$ cat src/rtl/ram_access_ctrl.sv
`default_nettype none
// ----------------------------------------------------------------------------
// ram_access_ctrl: four request/response clients onto a 1W/4R sync RAM.
// Rev 1.0 - per-client IDLE/RD_WAIT/RSP FSMs, one round-robin write port.
// ----------------------------------------------------------------------------
module ram_access_ctrl #(
  parameter int ADDR_W = 10,
  parameter int DATA_W = 32,
  parameter int MASK_W = 4
) (
  input  logic              clk,
  input  logic              reset_n,
  input  logic              req_valid   [4],
  output logic              req_ready   [4],
  input  logic              req_we      [4],
  input  logic [ADDR_W-1:0] req_addr    [4],
  input  logic [DATA_W-1:0] req_wdata   [4],
  input  logic [MASK_W-1:0] req_mask    [4],
  output logic              rsp_valid   [4],
  input  logic              rsp_ready   [4],
  output logic [DATA_W-1:0] rsp_rdata   [4],
  output logic              ram_wr_en,
  output logic [MASK_W-1:0] ram_wr_mask,
  output logic [ADDR_W-1:0] ram_wr_addr,
  output logic [DATA_W-1:0] ram_wr_data,
  output logic              ram_rd_en   [4],
  output logic [ADDR_W-1:0] ram_rd_addr [4],
  input  logic [DATA_W-1:0] ram_rd_data [4]
);

  localparam logic [1:0] ST_IDLE    = 2'd0;
  localparam logic [1:0] ST_RD_WAIT = 2'd1;
  localparam logic [1:0] ST_RSP     = 2'd2;

  logic [1:0]        state_q [4];
  logic [1:0]        state_d [4];
  logic [DATA_W-1:0] rdata_q [4];
  logic [DATA_W-1:0] rdata_d [4];
  logic [1:0]        last_grant_q;
  logic [1:0]        last_grant_d;

  logic [3:0]        wr_req;
  logic [3:0]        grant;
  logic              wr_any;
  logic [1:0]        wr_idx;
  logic [1:0]        arb_cand;
  logic              rd_acc [4];

  // Request decode and arbitration; everything is gated by reset_n so no
  // request can be accepted while the block is held in reset.
  always_comb begin
    wr_req   = 4'b0000;
    wr_any   = 1'b0;
    wr_idx   = last_grant_q;
    arb_cand = last_grant_q;
    for (int i = 0; i < 4; i++) begin
      wr_req[i] = reset_n && (state_q[i] == ST_IDLE) && req_valid[i] && req_we[i];
    end
    for (int k = 1; k <= 4; k++) begin
      arb_cand = last_grant_q + k[1:0];
      if (!wr_any && wr_req[arb_cand]) begin
        wr_any = 1'b1;
        wr_idx = arb_cand;
      end
    end
    grant = wr_any ? (4'b0001 << wr_idx) : 4'b0000;
    // A read colliding with this cycle's granted write waits one cycle so it
    // never observes the RAM's undefined read-under-write data.
    for (int i = 0; i < 4; i++) begin
      rd_acc[i] = reset_n && (state_q[i] == ST_IDLE) && req_valid[i] && !req_we[i]
                  && !(wr_any && (req_addr[wr_idx] == req_addr[i]));
    end
  end

  always_ff @(posedge clk or negedge reset_n) begin
    if (!reset_n) begin
      last_grant_q <= 2'd3;
      for (int i = 0; i < 4; i++) begin
        state_q[i] <= ST_IDLE;
        rdata_q[i] <= '0;
      end
    end else begin
      last_grant_q <= last_grant_d;
      for (int i = 0; i < 4; i++) begin
        state_q[i] <= state_d[i];
        rdata_q[i] <= rdata_d[i];
      end
    end
  end

  always_comb begin
    last_grant_d = wr_any ? wr_idx : last_grant_q;
    for (int i = 0; i < 4; i++) begin
      state_d[i] = state_q[i];
      rdata_d[i] = rdata_q[i];
      case (state_q[i])
        ST_IDLE: begin
          if (grant[i]) begin
            state_d[i] = ST_RSP;
            rdata_d[i] = '0;
          end else if (rd_acc[i]) begin
            state_d[i] = ST_RD_WAIT;
          end
        end
        ST_RD_WAIT: begin
          rdata_d[i] = ram_rd_data[i];
          state_d[i] = ST_RSP;
        end
        ST_RSP: begin
          if (rsp_ready[i]) begin
            state_d[i] = ST_IDLE;
          end
        end
        default: state_d[i] = ST_IDLE;
      endcase
    end
  end

  always_comb begin
    ram_wr_en   = wr_any;
    ram_wr_addr = req_addr[wr_idx];
    ram_wr_data = req_wdata[wr_idx];
    ram_wr_mask = req_mask[wr_idx];
    for (int i = 0; i < 4; i++) begin
      req_ready[i]   = req_we[i] ? grant[i] : rd_acc[i];
      ram_rd_en[i]   = rd_acc[i];
      ram_rd_addr[i] = req_addr[i];
      rsp_valid[i]   = (state_q[i] == ST_RSP);
      rsp_rdata[i]   = rdata_q[i];
    end
  end

endmodule
`default_nettype wire
$ cat config.mk
export PLATFORM = sky130hd
export DESIGN_NAME = ram_access_ctrl
export DESIGN_NICKNAME = d
export VERILOG_FILES = /design/src/rtl/ram_access_ctrl.sv
export SDC_FILE = /design/constraint.sdc
export NUM_CORES = 1
export LEC_CHECK = 0
export ABC_AREA = 0
export CAP_MARGIN = 20
export CELL_PAD_IN_SITES_DETAIL_PLACEMENT = 0
export CELL_PAD_IN_SITES_GLOBAL_PLACEMENT = 1
export CORE_AREA = 2 2 213 215
export CTS_BUF_LIST = sky130_fd_sc_hd__clkbuf_16
export DETAILED_ROUTE_END_ITERATION = 6
export DIE_AREA = 0 0 215 217
export PLACE_DENSITY_LB_ADDON = 0.1
export SYNTH_ARGS = -nofsm -noshare
export SYNTH_HDL_FRONTEND = slang
export SYNTH_SLANG_ARGS = --single-unit
$ cat constraint.sdc
create_clock -name clk -period 9.8 [get_ports clk]
set_clock_uncertainty 0.15 [all_clocks]
set_input_delay 1.96 -clock clk [delete_from_list [all_inputs] [get_ports clk]]
set_output_delay 1.96 -clock clk [all_outputs]
set_load 0.03 [all_outputs]
==> impl_metrics.json <==
{
  "synthFlopType": "dfrtp_1",
  "cts.htree.levels": 4,
  "holdCritPathClass": "flip-flop to flip-flop",
  "async_reset_ff_frac": 1.00,
  "hold_start": "rsp_rdata[6]",
  "synthTopCellsByArea": "dfrtp_1, a22o_1, nand2_1, buf_4, a31oi_1",
  "io_pins": 553,
  "fillCellCount": 4749,
  "layout_common_cells": "clkdlybuf4s50_1, nand2_1, dfrtp_1",
  "synth_seq_area_share": 0.423,
  "drt_pass1_iterations": 4,
  "r2r_end": "state_q[6]",
  "wl_per_cell_um": 22.0,
  "yosys.area.top_type": "dfrtp_1",
  "cts-root-buf": "clkbuf_16",
  "synth.cell_area_sq_mm": 0.00816,
  "fp.dieW_um": 215,
  "synth_warnings": 0,
  "synth_cells": 870,
  "drive_above_1_share": 0.0633,
  "r2r_cells": 10,
  "clkTransAtPathRegs_ns": 0.06,
  "setup.worst_path.start_class": "input port",
  "leakagePower_nw": 6.01,
  "arrival_ns": 6.51,
  "tritoncts": "done",
  "finalCritPeriodShare": 0.880,
  "ys_types": 79,
  "slowest_stage": "clkdlybuf4s50_1",
  "min_path_cells": 1,
  "r2r_slack_ns": 5.85,
  "vias": 8826,
  "cts-resized-gates": 0,
  "regArea_sq_mm": 0.00346,
  "multiInputGateArea_sq_mm": 0.00405,
  "syn_nets": 1196,
  "cts_buffer_depth": 2,
  "powerDensity_mw_per_mm2": 340,
  "mostFrequentLayoutCell": "clkdlybuf4s50_1",
  "area_growth_pct": 78.7,
  "wirelength_um": 43000,
  "gp_congestion": 0.817,
  "drv_slew": 0,
  "synth-edff-count": 0,
  "hold_violations": 0,
  "cp.required_ns": 7.69,
  "fin_nets": 1672,
  "finalCriticalPeriod_ns": 8.62,
  "die_h_um": 217,
  "rsz0062_at_grt": "false",
  "status": "finished, final reports clean",
  "r2r-start": "state_q[2]",
  "cts_sinks": 138,
  "fin_setup_tns_ns": 0,
  "io_buffers": 552,
  "initial_core_util": 0.183,
  "clk_latency_ns": 0.44,
  "relSlewSlack": 0.280,
  "grt-ovfl-total": 0,
  "post-cts-setup-buffers": 0,
  "die_area_sq_mm": 0.0467,
  "critPathMostFrequentCell": "clkdlybuf4s50_1",
  "fmax_ghz": 0.116,
  "crit_type": "input port to primary output",
  "rows": 78,
  "maxCapViolations": 0,
  "finalPower_mw": 4.95,
  "drc": 0,
  "cpPeakStageDelay_ns": 0.64,
  "setup_violations": 0,
  "synth_top_area_share": 0.417,
  "grt_pass1_wl_um": 62000,
  "worstHoldEndpoint": "rsp_rdata[6]",
  "antenna_found_initial": 4,
  "cp-end-kind": "primary output",
  "dr.first_iter.drc_count": 443,
  "syn_area_per_cell_sq_um": 9.38,
  "worstMarginPinSlew_ns": 1.08,
  "core-area_sq_mm": 0.0447,
  "critPathMaxFanout": 71,
  "cts_made_buffers": 17,
  "ant_nets": 0,
  "routed_via_density": 4.50,
  "crit_chain": "clkdlybuf4s50_1, nor4bb_1, nand3_1, a21oi_4, nor2_8, inv_6, mux2i_1, o2bb2ai_1, a2111oi_0, o211a_1, a311oi_1, or2_1, clkdlybuf4s50_1",
  "synth_seq_cells": 138,
  "ir_drop_mv": 0.142,
  "hold_buffers": 0,
  "hpwl_um": 33600,
  "grt_max_degree": 72,
  "grt_use_total": 0.180,
  "grt_pass1_vias": 9157
}
routing by layer:
metal / part of all wire / GRT usage / vias to the layer above / wire (um)
li1: - / - / 4119 / -
met1: 0.40 / 0.208 / 4248 / 17300
met2: 0.49 / 0.304 / 385 / 20900
met3: 0.081 / 0.0632 / 68 / 3490
met4: 0.030 / 0.0743 / 6 / 1310
met5: 0.00072 / 0 / - / 31
worst max-delay path, delay by kind of cell:
kind	cells	cell delay [ns]
AND/OR/NAND/NOR	4	1.20
multiplexers	1	0.29
buffers and inverters	3	1.61
AO/OA/AOI/OAI	5	1.41
cell families (layout without fill, tap and decap cells):
logic type | count (synthesis) | count (layout) | synth area share
other cells | 0 | 1 | 0
flops | 138 | 138 | 0.423
compound gates | 278 | 278 | 0.268
simple gates | 264 | 264 | 0.156
buf+inv | 136 | 625 | 0.0861
xor+xnor | 34 | 34 | 0.0365
mux | 20 | 20 | 0.0297
layout make-up:
class,count,area share
diodes,1,0.000172
clock buffers,17,0.0292
clock inverters,15,0.0111
inverters,28,0.00763
multi-input cells,596,0.278
flip-flops and latches,138,0.237
well taps,600,0.0515
repair buffers,565,0.386
Yosys cell counts, types with 2 or more instances:
master,number
nand2_1,153
dfrtp_1,136
a22o_1,128
clkbuf_1,47
buf_4,44
a31oi_1,41
and3_1,38
a21oi_1,27
inv_1,26
xnor2_1,24
o21ai_0,19
nor2_1,18
mux2i_1,15
buf_2,12
nand3_1,10
xor2_1,10
nor3_1,9
nand2b_1,6
o22ai_1,5
a2111oi_0,4
a21oi_2,4
a221oi_1,4
a311oi_1,4
buf_1,4
nor2b_1,4
a22oi_1,3
a2bb2oi_1,3
mux2i_4,3
nand4_1,3
nand4bb_1,3
o21bai_1,3
or2_1,3
a2111oi_2,2
a211oi_1,2
a21o_1,2
a222oi_1,2
dfstp_2,2
nor4_1,2
nor4b_1,2
o211ai_1,2
o2bb2ai_1,2
o311ai_1,2
worst max-delay path by stage:
stage                       startpoint           end  slack [ns]
final                     req_valid[0]  req_ready[3]        1.18
after global routing      req_valid[0]  req_ready[3]        0.81
after CTS                 req_valid[0]  req_ready[3]        1.16
after detailed placement  req_valid[3]  req_ready[3]        1.17
after global placement    req_valid[1]  req_ready[3]        1.20
after floorplan           req_valid[1]  req_ready[2]        2.56
state kept, by name (all words and copies together), names as in the netlist:
signal        flops
rsp_rdata       128
last_grant_q      2
state_q           8
power by group:
part / total, mW / switching (mW) / internal, mW / leakage [nW]
registers: 0.980 / 0.147 / 0.832 / 1.80
clock network: 0.657 / 0.279 / 0.379 / 0.278
logic: 3.32 / 1.97 / 1.35 / 3.94
through the flow:
step	setup WS [ns]	cells	hold WS (ns)	cell area [sq um]	util
after floorplan	2.56	870	0.399	8160	-
after global placement	1.20	1927	0.332	14000	0.313
after detailed placement	1.17	1927	0.332	14000	0.313
after CTS	1.16	1959	0.352	14600	0.326
after global routing	0.811	1960	0.356	14600	0.326
final	1.18	1960	0.347	14600	0.326
Power figures use the tool's default switching activity.
